<file path="config.mk">
export PLATFORM = sky130hd
export DESIGN_NAME = mem_bus_arbiter
export DESIGN_NICKNAME = d
export VERILOG_FILES = /design/src/rtl/mem_bus_arbiter_pkg.sv /design/src/rtl/mem_bus_arbiter.sv
export SDC_FILE = /design/constraint.sdc
export NUM_CORES = 1
export LEC_CHECK = 0
export ABC_AREA = 1
export CAP_MARGIN = 20
export CORE_MARGIN = 5
export CORE_UTILIZATION = 37
export CTS_CLUSTER_SIZE = 16
export DETAILED_ROUTE_END_ITERATION = 10
export MAX_ROUTING_LAYER = met4
export PLACE_DENSITY_LB_ADDON = 0.15
export SLEW_MARGIN = 20
export SYNTH_ARGS = -nofsm -noshare
export SYNTH_HDL_FRONTEND = slang
export SYNTH_SLANG_ARGS = --single-unit
</file>
<file path="constraint.sdc">
create_clock -name clk -period 1.3 [get_ports clk]
set_input_delay 0.26 -clock clk [delete_from_list [all_inputs] [get_ports clk]]
set_output_delay 0.26 -clock clk [all_outputs]
set_load 0.005 [all_outputs]
</file>
<file path="src/rtl/mem_bus_arbiter_pkg.sv">
// ------------------------------------------------------------------
// mem_bus_arbiter_pkg: state encoding and helpers for mem_bus_arbiter
// Rev 1.0
// ------------------------------------------------------------------
`default_nettype none

package mem_bus_arbiter_pkg;

  typedef enum logic [2:0] {
    ARB_IDLE   = 3'd0,
    ARB_D_BUSY = 3'd1,
    ARB_D_HOLD = 3'd2,
    ARB_I_BUSY = 3'd3,
    ARB_I_HOLD = 3'd4,
    ARB_I_DROP = 3'd5
  } arb_state_e;

  // States in which a transaction is outstanding on the external bus.
  function automatic logic arb_owns_bus(input arb_state_e s);
    return (s == ARB_D_BUSY) || (s == ARB_I_BUSY) || (s == ARB_I_DROP);
  endfunction

endpackage

`default_nettype wire

</file>
<file path="src/rtl/mem_bus_arbiter.sv">
// ------------------------------------------------------------------
// mem_bus_arbiter: single-port IF/MEM bus arbiter, data-first priority
// Rev 1.0
// ------------------------------------------------------------------
`default_nettype none

module mem_bus_arbiter
  import mem_bus_arbiter_pkg::*;
#(
  parameter int ADDR_W = 32,
  parameter int DATA_W = 32
) (
  input  logic                clk,
  input  logic                rst_n,
  input  logic                inst_ce_i,
  input  logic [ADDR_W-1:0]   inst_addr_i,
  output logic [DATA_W-1:0]   inst_data_o,
  input  logic                mem_ce_i,
  input  logic                mem_we_i,
  input  logic [DATA_W/8-1:0] mem_sel_i,
  input  logic [ADDR_W-1:0]   mem_addr_i,
  input  logic [DATA_W-1:0]   mem_data_i,
  output logic [DATA_W-1:0]   mem_data_o,
  input  logic                stall_if_i,
  input  logic                stall_mem_i,
  input  logic                flush_i,
  output logic                stallreq_if_o,
  output logic                stallreq_mem_o,
  output logic                bus_req_o,
  output logic                bus_we_o,
  output logic [DATA_W/8-1:0] bus_sel_o,
  output logic [ADDR_W-1:0]   bus_addr_o,
  output logic [DATA_W-1:0]   bus_wdata_o,
  input  logic                bus_ack_i,
  input  logic [DATA_W-1:0]   bus_rdata_i
);

  localparam int SEL_W = DATA_W / 8;

  arb_state_e          state_q, state_d;
  logic                bus_req_q, bus_req_d;
  logic                bus_we_q, bus_we_d;
  logic [SEL_W-1:0]    bus_sel_q, bus_sel_d;
  logic [ADDR_W-1:0]   bus_addr_q, bus_addr_d;
  logic [DATA_W-1:0]   bus_wdata_q, bus_wdata_d;
  logic [DATA_W-1:0]   dbuf_q, dbuf_d;
  logic [DATA_W-1:0]   ibuf_q, ibuf_d;

  always_comb begin
    state_d     = state_q;
    bus_we_d    = bus_we_q;
    bus_sel_d   = bus_sel_q;
    bus_addr_d  = bus_addr_q;
    bus_wdata_d = bus_wdata_q;
    dbuf_d      = dbuf_q;
    ibuf_d      = ibuf_q;

    case (state_q)
      ARB_IDLE: begin
        if (mem_ce_i) begin
          state_d     = ARB_D_BUSY;
          bus_we_d    = mem_we_i;
          bus_sel_d   = mem_sel_i;
          bus_addr_d  = mem_addr_i;
          bus_wdata_d = mem_data_i;
        end else if (inst_ce_i && !flush_i) begin
          state_d    = ARB_I_BUSY;
          bus_we_d   = 1'b0;
          bus_sel_d  = '1;
          bus_addr_d = inst_addr_i;
        end
      end
      ARB_D_BUSY: begin
        if (bus_ack_i) begin
          state_d = ARB_D_HOLD;
          dbuf_d  = bus_rdata_i;
        end
      end
      ARB_D_HOLD: begin
        if (!stall_mem_i) state_d = ARB_IDLE;
      end
      ARB_I_BUSY: begin
        // A flush in the ack cycle still discards the fetched word.
        if (bus_ack_i) begin
          if (flush_i) begin
            state_d = ARB_IDLE;
          end else begin
            state_d = ARB_I_HOLD;
            ibuf_d  = bus_rdata_i;
          end
        end else if (flush_i) begin
          state_d = ARB_I_DROP;
        end
      end
      ARB_I_DROP: begin
        if (bus_ack_i) state_d = ARB_IDLE;
      end
      ARB_I_HOLD: begin
        if (!stall_if_i || flush_i) state_d = ARB_IDLE;
      end
      default: state_d = ARB_IDLE;
    endcase

    bus_req_d = arb_owns_bus(state_d);
  end

  always_ff @(posedge clk or negedge rst_n) begin
    if (!rst_n) begin
      state_q     <= ARB_IDLE;
      bus_req_q   <= 1'b0;
      bus_we_q    <= 1'b0;
      bus_sel_q   <= '0;
      bus_addr_q  <= '0;
      bus_wdata_q <= '0;
      dbuf_q      <= '0;
      ibuf_q      <= '0;
    end else begin
      state_q     <= state_d;
      bus_req_q   <= bus_req_d;
      bus_we_q    <= bus_we_d;
      bus_sel_q   <= bus_sel_d;
      bus_addr_q  <= bus_addr_d;
      bus_wdata_q <= bus_wdata_d;
      dbuf_q      <= dbuf_d;
      ibuf_q      <= ibuf_d;
    end
  end

  // Stall requests are combinational so a fresh request stalls in its first cycle.
  assign stallreq_mem_o = rst_n & mem_ce_i & (state_q != ARB_D_HOLD);
  assign stallreq_if_o  = rst_n & inst_ce_i & ~flush_i & (state_q != ARB_I_HOLD);

  assign bus_req_o   = bus_req_q;
  assign bus_we_o    = bus_we_q;
  assign bus_sel_o   = bus_sel_q;
  assign bus_addr_o  = bus_addr_q;
  assign bus_wdata_o = bus_wdata_q;
  assign mem_data_o  = dbuf_q;
  assign inst_data_o = ibuf_q;

endmodule

`default_nettype wire

</file>
==> impl_metrics.sql <==
INSERT INTO impl_metrics (metric_group, metric, value, unit) VALUES
('detailed_routing', 'route.vias.total', '6176', ''),
('global_routing', 'overall_fraction_of_global_route_tracks_in_use', '25.28', '%'),
('logic_synthesis', 'ys_seq_area_share', '60.15', '%'),
('final_layout', 'multi_input_comb_area', '3213', 'um2'),
('worst_setup_path', 'timing.critical_path.to_type', 'flop', ''),
('worst_setup_path', 'critical-path-max-stage-delay', '440', 'ps'),
('worst_setup_path', 'critical_path.reg2reg.startpoint', 'state_q[0]$_DFF_PN0_', ''),
('detailed_routing', 'final_antenna_net_count', '0', ''),
('power', 'p_int', '17.31', 'mW'),
('sta', 'fin_crit_sh', '120.9', '%'),
('detailed_routing', 'drt-pass1-iter-count', '4', ''),
('cts', 'clock_latency_late_sink', '420', 'ps'),
('floorplan', 'floorplan.die_area', '17990', 'um2'),
('worst_setup_path', 'critical_path_arrival', '1860', 'ps'),
('logic_synthesis', 'syn_avg_cell_area', '8.755', 'um2'),
('run_status', 'failed_checks', 'hold timing, setup timing', ''),
('global_routing', 'grt_pass1_wl', '34590', 'um'),
('logic_synthesis', 'synth_warnings', '0', ''),
('sta', 'setup_slack', '-271.1', 'ps'),
('cts', 'htree_levels', '4', ''),
('run_status', 'status', 'finished with violations', ''),
('global_routing', 'overflow', '0', ''),
('final_layout', 'area.sequential', '3431', 'um2'),
('final_layout', 'drive_gt1_share', '50.81', '%'),
('worst_setup_path', 'path_delay_family', 'buffers and inverters', ''),
('power', 'sw_frac_of_total', '35.62', '%'),
('power', 'fraction_of_power_consumed_by_sequential_logic', '28.8', '%'),
('sta', 'timing.clock.skew', '9.928', 'ps'),
('power', 'leakagePower', '5.667', 'nW'),
('final_layout', 'area_growth_syn_to_layout', '105.3', '%'),
('power', 'power-per-cell-area', '2298', 'nW/um2'),
('logic_synthesis', 'synth_cell_type_count', '18', ''),
('final_layout', 'finalNetCount', '1183', ''),
('sta', 'worst_slew_margin_rel', '70.53', '%'),
('worst_setup_path', 'path_cells', 'buf_6 > nor3_4 > buf_6 > buf_12 > nand2_8 > buf_16 > nand2_2 > o21ai_2', ''),
('placed_design', 'place_congestion', '0.8602', ''),
('sta', 'period_needed', '1571', 'ps'),
('sta', 'finalSetupViolCount', '139', ''),
('run', 'cap_viol_max_count', '0', ''),
('sta', 'report.final.hold_viol_count', '26', ''),
('worst_hold_path', 'min-delay-path-class', 'in2async', ''),
('cts', 'cts_inserted_buffers', '17', ''),
('power', 'clock_power_share', '18.2', '%'),
('worst_setup_path', 'setup.worst_path.class', 'reg2reg', ''),
('placed_design', 'preCtsSetupSlack', '-578.9', 'ps'),
('worst_setup_path', 'cp.required', '1590', 'ps'),
('placed_design', 'numPortBuffers', '276', ''),
('cts', 'tritoncts', 'built', ''),
('global_routing', 'grt_antenna_before_repair', '1', ''),
('sta', 'number_of_max_slew_violations_in_the_final_report', '0', ''),
('logic_synthesis', 'synth_cells', '651', ''),
('logic_synthesis', 'netlist_area', '5699', 'um2'),
('logic_synthesis', 'total_nets_after_synthesis', '792', ''),
('sta', 'worst_slew_pin_slew', '441.9', 'ps'),
('detailed_routing', 'drt-vias-per-instance', '4.973', ''),
('worst_setup_path', 'slowest_stage', 'dfrtp_2', ''),
('cts', 'clock_tree.buffer_depth', '2', ''),
('detailed_routing', 'drt-initial-drc-count', '350', ''),
('worst_setup_path', 'crit_startpoint', 'state_q[0]$_DFF_PN0_', ''),
('final_layout', 'fill_cells', '974', ''),
('floorplan', 'floorplan.core_area', '15150', 'um2'),
('floorplan', 'dieWidth', '134.1', 'um'),
('power', 'net_switching_power', '9.578', 'mW'),
('logic_synthesis', 'synth-seq-cells', '137', ''),
('sta', 'fin_hold_ws', '-28.94', 'ps'),
('cts', 'cts.sink_count', '137', ''),
('cts', 'clock_tree_root_buffer_cell', 'clkbuf_16', ''),
('global_routing', 'grt_pass1_vias', '6449', ''),
('worst_setup_path', 'critical_path.startpoint_type', 'flop', ''),
('global_routing', 'pin_count_of_the_biggest_net_entering_global_routing', '72', ''),
('sta', 'fmax', '636.5', 'MHz');
==> worst register-to-register path, stage by stage (launching register included) <==
cell and delay (ps):
dfrtp_2 440, buf_6 130, nor3_4 230, buf_6 170, buf_12 110, nand2_8 80
buf_16 180, nand2_2 60, o21ai_2 50
==> power by group through the flow <==
stage / registers [mW] / clock network, mW / logic [mW]
3_5_place_dp: 7.43 / 0 / 9.06
2_1_floorplan: 7.49 / 0 / 3.04
4_1_cts: 7.48 / 4.94 / 12.4
6_report: 7.76 / 4.91 / 14.2
3_3_place_gp: 7.34 / 0 / 8.86
5_1_grt: 7.98 / 5.13 / 15.2
==> path summary, 6_finish.rpt <==
kind / end / slack, ps / depth (start not counted)
max: bus_addr_o[17]$_DFFE_PN0P_ / -270 / 8
max in group asynchronous: bus_wdata_o[1]$_DFFE_PN0P_ / 470 / 3
max reg2reg: bus_addr_o[17]$_DFFE_PN0P_ / -270 / 8
min: inst_data_o[20]$_DFFE_PN0P_ / -30 / 3
min reg2reg: mem_data_o[2]$_DFFE_PN0P_ / 480 / 2
min in group clk: bus_wdata_o[9]$_DFFE_PN0P_ / 390 / 3
==> per-layer routing <==
metal / GRT usage, % / wire [um] / up-vias / part of all wire (%)
met4: 8.597 / 602 / 0 / 2.5
met3: 5.139 / 1344 / 44 / 5.7
met5: - / 0 / - / 0
met2: 44.97 / 13150 / 240 / 55
met1: 28.45 / 8648 / 3010 / 36
li1: - / - / 2882 / -
==> cells by family after synthesis <==
| family | synth area share [%] |
|---|---|
| compound gates | 6.191 |
| xor+xnor | 0.1537 |
| buf+inv | 4.259 |
| flops | 60.15 |
| simple gates | 29.24 |
==> registers in the layout (all words and copies together) (netlist names) <==
signal and count:
bus_addr_o 32, bus_wdata_o 32, inst_data_o 32, mem_data_o 32
bus_sel_o 4, state_q 3, bus_req_o 1, bus_we_o 1
==> cell usage in the layout (no fill, tap or decap), drive strengths merged <==
cell type,count
clkinv,3
nand2,273
xor2,1
clkinvlp,2
diode,1
or2,32
nor3,2
clkdlybuf4s50,138
o21ai,69
nor2,11
buf,168
o211ai,1
nand3,72
clkdlybuf4s15,50
clkbuf,77
dfrtp,137
dlygate4sd3,1
bufinv,3
nand4,1
inv,12
==> area by class of cell <==
| cell class | instances | area share (%) |
|---|---|---|
| antenna | 1 | 0.02139 |
| multi-input combinational | 462 | 27.46 |
| inverter | 12 | 0.4491 |
| sequential | 137 | 29.32 |
| clock buffer | 22 | 4.053 |
| clock inverter | 8 | 1.027 |
| timing repair buffer | 412 | 35.66 |
| tap | 188 | 2.010 |
==> repair_timing <==
| action | CTS | global route |
|---|---|---|
| resized for setup | 480 | 317 |
| hold buffers | 1 | 0 |
| pin swaps | 35 | 63 |
| hold endpoints to repair | 35 | 0 |
| setup endpoints to repair | 269 | 197 |
| gates cloned | 25 | 4 |
| setup buffers | 50 | 29 |
==> Yosys cell counts <==
| master | n | share of area [%] |
|---|---|---|
| buf_2 | 20 | 1.8 |
| buf_4 | 1 | 0.13 |
| buf_6 | 2 | 0.40 |
| clkbuf_1 | 18 | 1.2 |
| dfrtp_1 | 137 | 60 |
| inv_1 | 12 | 0.79 |
| nand2_1 | 271 | 18 |
| nand2_2 | 1 | 0.11 |
| nand3_1 | 72 | 6.3 |
| nand4_1 | 1 | 0.11 |
| nor2_1 | 10 | 0.66 |
| nor2_2 | 1 | 0.11 |
| nor3_4 | 2 | 0.57 |
| o211ai_1 | 1 | 0.13 |
| o21ai_0 | 39 | 3.4 |
| o21ai_1 | 30 | 2.6 |
| or2_2 | 32 | 3.5 |
| xor2_1 | 1 | 0.15 |
==> stage by stage <==
step | hold WS (ps) | util, % | TNS (ps) | cells
after global placement | 195.4 | 58.69 | -30010 | 1112
after detailed placement | 194.2 | 58.69 | -32830 | 1112
final | -28.94 | 77.26 | -24340 | 1242
after CTS | 3.046 | 72.63 | -26360 | 1215
after global routing | 27.88 | 77.26 | -30880 | 1242
after floorplan | -35.59 | - | -457.5 | 651
(Power assumes the default switching activity.)
